**src/rtl/seg_display_pkg.sv**
```systemverilog
// Shared definitions for the seven-segment display arbiter.
//   state_t   : arbiter FSM states (IDLE shows background, SHOW shows a message)
//   SRC_*     : ACTIVE_SRC encodings reported to the display wrapper
package seg_display_pkg;

  typedef enum logic {
    IDLE = 1'b0,
    SHOW = 1'b1
  } state_t;

  localparam logic [1:0] SRC_BG   = 2'd0;
  localparam logic [1:0] SRC_MSG1 = 2'd1;
  localparam logic [1:0] SRC_MSG2 = 2'd2;

endpackage

```
**src/rtl/GenericCounter.sv**
```systemverilog
// Free-running modulo counter used as a periodic tick source.
//   CLK      : clock
//   RESET    : asynchronous active-high reset, COUNT returns to 0
//   ENABLE   : count enable
//   TRIG_OUT : high for the one cycle in which COUNT equals COUNTER_MAX
module GenericCounter #(
  parameter int unsigned COUNTER_WIDTH = 17,
  parameter int unsigned COUNTER_MAX   = 99999
) (
  input  logic CLK,
  input  logic RESET,
  input  logic ENABLE,
  output logic TRIG_OUT
);

  localparam logic [COUNTER_WIDTH-1:0] MAX_V = COUNTER_WIDTH'(COUNTER_MAX);
  localparam logic [COUNTER_WIDTH-1:0] ONE_V = COUNTER_WIDTH'(1);

  logic [COUNTER_WIDTH-1:0] count_q;

  always_ff @(posedge CLK or posedge RESET) begin
    if (RESET) begin
      count_q <= '0;
    end else if (ENABLE) begin
      if (count_q == MAX_V) count_q <= '0;
      else                  count_q <= count_q + ONE_V;
    end
  end

  assign TRIG_OUT = ENABLE && (count_q == MAX_V);

endmodule

```
**src/rtl/seg_display_arbiter.sv**
```systemverilog
// Time-shares the 4-digit seven-segment display between a background source
// and two transient message requesters with round-robin tie breaking.
//   CLK, RESET           : clock, asynchronous active-high reset
//   BG_DIGITS            : background digits, shown while idle
//   MSGn_REQ/DIGITS/BLINK: level request, digits and blink enable (n = 1, 2)
//   MSGn_ACK             : one-cycle grant pulse
//   NUM0..NUM3           : registered digits to the display wrapper
//   BLANK                : 1 = segments off (blink off-phase)
//   ACTIVE_SRC           : 0 background, 1 MSG1, 2 MSG2
module seg_display_arbiter
  import seg_display_pkg::*;
#(
  parameter int unsigned TICK_DIV = 100000,
  parameter int unsigned HOLD_MS  = 1000,
  parameter int unsigned BLINK_MS = 250
) (
  input  logic        CLK,
  input  logic        RESET,
  input  logic [15:0] BG_DIGITS,
  input  logic        MSG1_REQ,
  input  logic [15:0] MSG1_DIGITS,
  input  logic        MSG1_BLINK,
  output logic        MSG1_ACK,
  input  logic        MSG2_REQ,
  input  logic [15:0] MSG2_DIGITS,
  input  logic        MSG2_BLINK,
  output logic        MSG2_ACK,
  output logic [3:0]  NUM0,
  output logic [3:0]  NUM1,
  output logic [3:0]  NUM2,
  output logic [3:0]  NUM3,
  output logic        BLANK,
  output logic [1:0]  ACTIVE_SRC
);

  localparam int unsigned HW = $clog2(HOLD_MS + 1);
  localparam int unsigned BW = $clog2(BLINK_MS + 1);

  localparam logic [HW-1:0] HOLD_LAST  = HW'(HOLD_MS - 1);
  localparam logic [HW-1:0] HOLD_END   = HW'(HOLD_MS);
  localparam logic [HW-1:0] HOLD_ONE   = HW'(1);
  localparam logic [BW-1:0] BLINK_LAST = BW'(BLINK_MS - 1);
  localparam logic [BW-1:0] BLINK_ONE  = BW'(1);

  logic ms_tick;

  GenericCounter #(
    .COUNTER_WIDTH(17),
    .COUNTER_MAX  (TICK_DIV - 1)
  ) u_ms_tick (
    .CLK     (CLK),
    .RESET   (RESET),
    .ENABLE  (1'b1),
    .TRIG_OUT(ms_tick)
  );

  state_t        state_q, state_d;
  logic          grant1, grant2, hold_done;

  logic          rr_msg2_q, rr_msg2_d;     // 1 = MSG2 was served last
  logic [15:0]   msg_digits_q, msg_digits_d;
  logic          msg_blink_q, msg_blink_d;
  logic [HW-1:0] hold_cnt_q, hold_cnt_d;
  logic [BW-1:0] blink_cnt_q, blink_cnt_d;
  logic [15:0]   num_q, num_d;
  logic          blank_q, blank_d;
  logic [1:0]    src_q, src_d;
  logic          ack1_q, ack1_d, ack2_q, ack2_d;

  // State register
  always_ff @(posedge CLK or posedge RESET) begin
    if (RESET) state_q <= IDLE;
    else       state_q <= state_d;
  end

  // Next-state: arbitration in IDLE, hold expiry in SHOW (no preemption)
  always_comb begin
    state_d   = state_q;
    grant1    = 1'b0;
    grant2    = 1'b0;
    hold_done = 1'b0;
    unique case (state_q)
      IDLE: begin
        if (MSG1_REQ && MSG2_REQ) begin
          grant1 = rr_msg2_q;
          grant2 = !rr_msg2_q;
        end else begin
          grant1 = MSG1_REQ;
          grant2 = MSG2_REQ;
        end
        if (grant1 || grant2) state_d = SHOW;
      end
      SHOW: begin
        if (ms_tick && (hold_cnt_q == HOLD_LAST)) begin
          hold_done = 1'b1;
          state_d   = IDLE;
        end
      end
      default: state_d = IDLE;
    endcase
  end

  // Output/datapath next values; all display outputs are registered
  always_comb begin
    rr_msg2_d    = rr_msg2_q;
    msg_digits_d = msg_digits_q;
    msg_blink_d  = msg_blink_q;
    hold_cnt_d   = hold_cnt_q;
    blink_cnt_d  = blink_cnt_q;
    num_d        = num_q;
    blank_d      = blank_q;
    src_d        = src_q;
    ack1_d       = 1'b0;
    ack2_d       = 1'b0;
    unique case (state_q)
      IDLE: begin
        hold_cnt_d  = '0;
        blink_cnt_d = '0;
        blank_d     = 1'b0;
        if (grant1) begin
          msg_digits_d = MSG1_DIGITS;
          msg_blink_d  = MSG1_BLINK;
          num_d        = MSG1_DIGITS;
          src_d        = SRC_MSG1;
          ack1_d       = 1'b1;
          rr_msg2_d    = 1'b0;
        end else if (grant2) begin
          msg_digits_d = MSG2_DIGITS;
          msg_blink_d  = MSG2_BLINK;
          num_d        = MSG2_DIGITS;
          src_d        = SRC_MSG2;
          ack2_d       = 1'b1;
          rr_msg2_d    = 1'b1;
        end else begin
          num_d = BG_DIGITS;
          src_d = SRC_BG;
        end
      end
      SHOW: begin
        if (ms_tick) begin
          if (hold_cnt_q != HOLD_END) hold_cnt_d = hold_cnt_q + HOLD_ONE;
          if (blink_cnt_q == BLINK_LAST) begin
            blink_cnt_d = '0;
            if (msg_blink_q) blank_d = !blank_q;
          end else begin
            blink_cnt_d = blink_cnt_q + BLINK_ONE;
          end
        end
        // Expiry overrides the blink toggle so the return cycle is never blank
        if (hold_done) begin
          num_d   = BG_DIGITS;
          src_d   = SRC_BG;
          blank_d = 1'b0;
        end
      end
      default: ;
    endcase
  end

  always_ff @(posedge CLK or posedge RESET) begin
    if (RESET) begin
      rr_msg2_q    <= 1'b0;
      msg_digits_q <= '0;
      msg_blink_q  <= 1'b0;
      hold_cnt_q   <= '0;
      blink_cnt_q  <= '0;
      num_q        <= '0;
      blank_q      <= 1'b0;
      src_q        <= SRC_BG;
      ack1_q       <= 1'b0;
      ack2_q       <= 1'b0;
    end else begin
      rr_msg2_q    <= rr_msg2_d;
      msg_digits_q <= msg_digits_d;
      msg_blink_q  <= msg_blink_d;
      hold_cnt_q   <= hold_cnt_d;
      blink_cnt_q  <= blink_cnt_d;
      num_q        <= num_d;
      blank_q      <= blank_d;
      src_q        <= src_d;
      ack1_q       <= ack1_d;
      ack2_q       <= ack2_d;
    end
  end

  assign NUM0       = num_q[3:0];
  assign NUM1       = num_q[7:4];
  assign NUM2       = num_q[11:8];
  assign NUM3       = num_q[15:12];
  assign BLANK      = blank_q;
  assign ACTIVE_SRC = src_q;
  assign MSG1_ACK   = ack1_q;
  assign MSG2_ACK   = ack2_q;

endmodule

```
**config.mk**
```make
export PLATFORM = sky130hd
export DESIGN_NAME = seg_display_arbiter
export DESIGN_NICKNAME = d
export VERILOG_FILES = /design/src/rtl/seg_display_pkg.sv /design/src/rtl/GenericCounter.sv /design/src/rtl/seg_display_arbiter.sv
export SDC_FILE = /design/constraint.sdc
export NUM_CORES = 1
export LEC_CHECK = 0
export BUFFER_PORTS_ARGS = -buffer_cell sky130_fd_sc_hd__buf_2
export CAP_MARGIN = 20
export CORE_MARGIN = 2
export CORE_UTILIZATION = 40
export DETAILED_ROUTE_END_ITERATION = 7
export GPL_ROUTABILITY_DRIVEN = 0
export SYNTH_ARGS = -nofsm -noshare
export SYNTH_HDL_FRONTEND = slang
export SYNTH_SLANG_ARGS = --single-unit
```
**constraint.sdc**
```tcl
create_clock -name CLK -period 2.38 [get_ports CLK]
set_input_delay 0.119 -clock CLK [delete_from_list [all_inputs] [get_ports CLK]]
set_output_delay 0.119 -clock CLK [all_outputs]
set_load 0.02 [all_outputs]
```
==> out/metrics.cfg <==
[finish]
antenna_cells = 0
n_fill_cell = 655
multi_input_area_sq_um = 1450
finalCoreUtilization_pct = 53.3
syn2layout_area_growth_pct = 28.0
design_area_sq_um = 3910
nNetsFinal = 439
drive_gt1_share_pct = 29.1
final-seq-area_sq_um = 1480

[critical_path]
critPathSlowestCell = or4_1
cp_max_fo = 11
start_kind = flop
max_stage_delay_ns = 0.56
reg2reg_depth = 5
worstPathCellList = ha_1 > and4_1 > nand4_2 > or4_1 > a31oi_1
reg2reg_from = u_ms_tick.count_q[0]$_DFF_PP0_
arrival_ns = 2.36
r2r_end = BLANK$_DFFE_PP0P_
cp-end-kind = flop
r2r_setup_slack_ns = 0.30
crit_end = BLANK$_DFFE_PP0P_
critPathLaunch = u_ms_tick.count_q[0]$_DFF_PP0_
setup.worst_path.class = flop to flop
required_ns = 2.65

[yosys]
yosysTopAreaCellShare_pct = 48.4
syn_area_sq_um = 3050
synthTopCellsByArea = dfrtp_1 (48%), a222oi_1 (5.2%), o2bb2ai_1 (4.6%)
async_reset_ff_share_pct = 100
synth_common_cells = dfrtp_1 (59), nand2_1 (21), a222oi_1 (16), o2bb2ai_1 (16), nand3_1 (15)
avgSynthCellArea_sq_um = 10.6
syn-instance-count = 287
yosys_register_bits = 59
synth_enable_flop_cells = 0
synthFlopType = dfrtp_1
yosysMostFrequentCell = dfrtp_1
synth-seq-area-share_pct = 48.4
yosysWarnings = 0
yosysUniqueCellTypes = 49
synth_area_leader_cell = dfrtp_1
syn_nets = 346

[sta]
hold_viol = 0
setup_viol = 0
fin_skew_ns = 0.0130
fmax_ghz = 0.480
max-slew-margin-rel_pct = 53.4
grt_setup_unrepaired = no
tightest_slew_ns = 0.698
drv_slew = 0
fin_crit_ns = 2.08
tns_ns = 0
fin_crit_sh_pct = 87.5

[power_and_ir_drop]
pwr_density_cell_nw_per_um2 = 591
p_leak_uw = 0.00183
ir_worst_vdd_mv = 0.276

[placed_design]
place_area_sq_um = 3520
io_buffers = 74
dpl.hpwl_microns = 5090

[cts]
path_clk_slew_ns = 0.07
clk_latency_ns = 0.35
cts-root-buf = clkbuf_8
h-tree-depth = 3
numClockSinks = 59
clock_path_buffers = 2
cts_tree = built
cts_setup_buffers = 0
numCtsBuffers = 9

[worst_hold_path]
holdCritPathClass = input pin to flop
hold_path_depth = 3

[floorplanning]
die-area_sq_um = 8350
coreArea_sq_um = 7330
die-height_microns = 91.4
ios = 75
die_w_microns = 91.4
row_count = 31
initial_core_util_pct = 41.6

[global_routing]
grt_pass1_vias = 2517
grt_pass1_wl_microns = 12500
grt_overflow = 0
antenna_found_initial = 0
grt_util_all_layers_pct = 19.0
grt_max_degree = 28

[detailed_routing]
drt_iter0_markers = 174
wl_microns = 7450
route.detailed.drc = 0
first_pass_iters = 6
viasPerCell = 5.49
ant_nets = 0
via_count = 2659
wl_per_cell_microns = 15.4

[outcome]
status = finished clean

[flow_run]
cap_viol_max_count = 0

[through the flow]
step / hold slack (ns) / cells / setup WS [ns] / total power [uW]
floorplan: 0.243 / 287 / 0.526 / 1220
global placement: 0.198 / 451 / 0.350 / 1330
detailed placement: 0.217 / 451 / 0.303 / 1330
CTS: 0.0350 / 484 / 0.297 / 2330
global route: 0.0524 / 484 / 0.117 / 2410
finish: 0.0442 / 484 / 0.296 / 2310
[timing repair]
item                      in CTS  in global routing
hold buffers                  17                  0
hold endpoints to repair      38                  0
gates resized for setup        0                  0
[kinds of logic (layout without fill, tap and decap cells)]
family / Yosys count / after routing / synth area share, %
multiplexers: 6 / 6 / 1.97
adder cells (fa/ha/maj): 5 / 5 / 2.05
flip-flops: 59 / 59 / 48.4
XOR/XNOR: 12 / 12 / 3.44
AND/OR/NAND/NOR: 109 / 109 / 21.7
buffers and inverters: 29 / 127 / 4.30
AO/OA/AOI/OAI: 67 / 67 / 18.2
[power by group]
group,switching [uW],internal [uW],leakage [uW]
clock,436,542,0.0000978
combinational,133,128,0.000961
sequential,24.0,1050,0.000769
total,593,1720,0.00183
[flip-flops by register name, indices dropped and copies added (netlist names)]
| register | cells |
|---|---|
| num_q | 16 |
| blink_cnt_q | 8 |
| MSG1_ACK | 1 |
| hold_cnt_q | 10 |
| MSG2_ACK | 1 |
| BLANK | 1 |
| state_q | 1 |
| msg_blink_q | 1 |
| u_ms_tick.count_q | 17 |
| ACTIVE_SRC | 2 |
| rr_msg2_q | 1 |
[how the worst min path moves through the flow]
stage | start | endpoint | slack [ns]
2_1_floorplan | BG_DIGITS[0] | num_q[0]$_DFFE_PP0P_ | 0.24
5_1_grt | MSG2_DIGITS[0] | num_q[0]$_DFFE_PP0P_ | 0.05
6_report | MSG2_DIGITS[0] | num_q[0]$_DFFE_PP0P_ | 0.04
3_5_place_dp | RESET | u_ms_tick.count_q[14]$_DFF_PP0_ | 0.22
3_3_place_gp | RESET | blink_cnt_q[0]$_DFFE_PP0P_ | 0.20
4_1_cts | MSG2_DIGITS[0] | num_q[0]$_DFFE_PP0P_ | 0.03
[cell type report]
type / count / area share [%]
clock inverters: 5 / 1.57
clock buffers: 11 / 3.87
well taps: 99 / 3.17
multi-input cells: 199 / 37.0
flip-flops and latches: 59 / 37.8
inverters: 11 / 1.06
repair buffers: 100 / 15.6
[worst max-delay path, delay by kind of cell (launching register included)]
kind	cells	cell delay, ns
adders and majority gates	1	0.22
AOI/OAI and AO/OA	1	0.17
and+or+nand+nor	3	1.24
DFF	1	0.39
[cells in the final DEF (no fill, tap or decap), drive strengths merged, types with 9 or more instances in the layout]
cell,netlist,routed
a222oi,16,16
buf,8,83
clkbuf,10,11
dfrtp,59,59
dlygate4sd3,0,17
inv,11,11
nand2,21,21
nand2b,9,9
nand3,15,15
nand4,12,12
nor2,12,12
o2bb2ai,17,17
[per-layer routing]
layer,GRT usage (%),up-vias,part of all wire [%]
li1,-,1299,-
met1,25.1,1292,46
met2,29.7,59,47
met3,5.56,9,4.6
met4,6.82,0,1.5
met5,0,-,0
(Power assumes the default switching activity.)
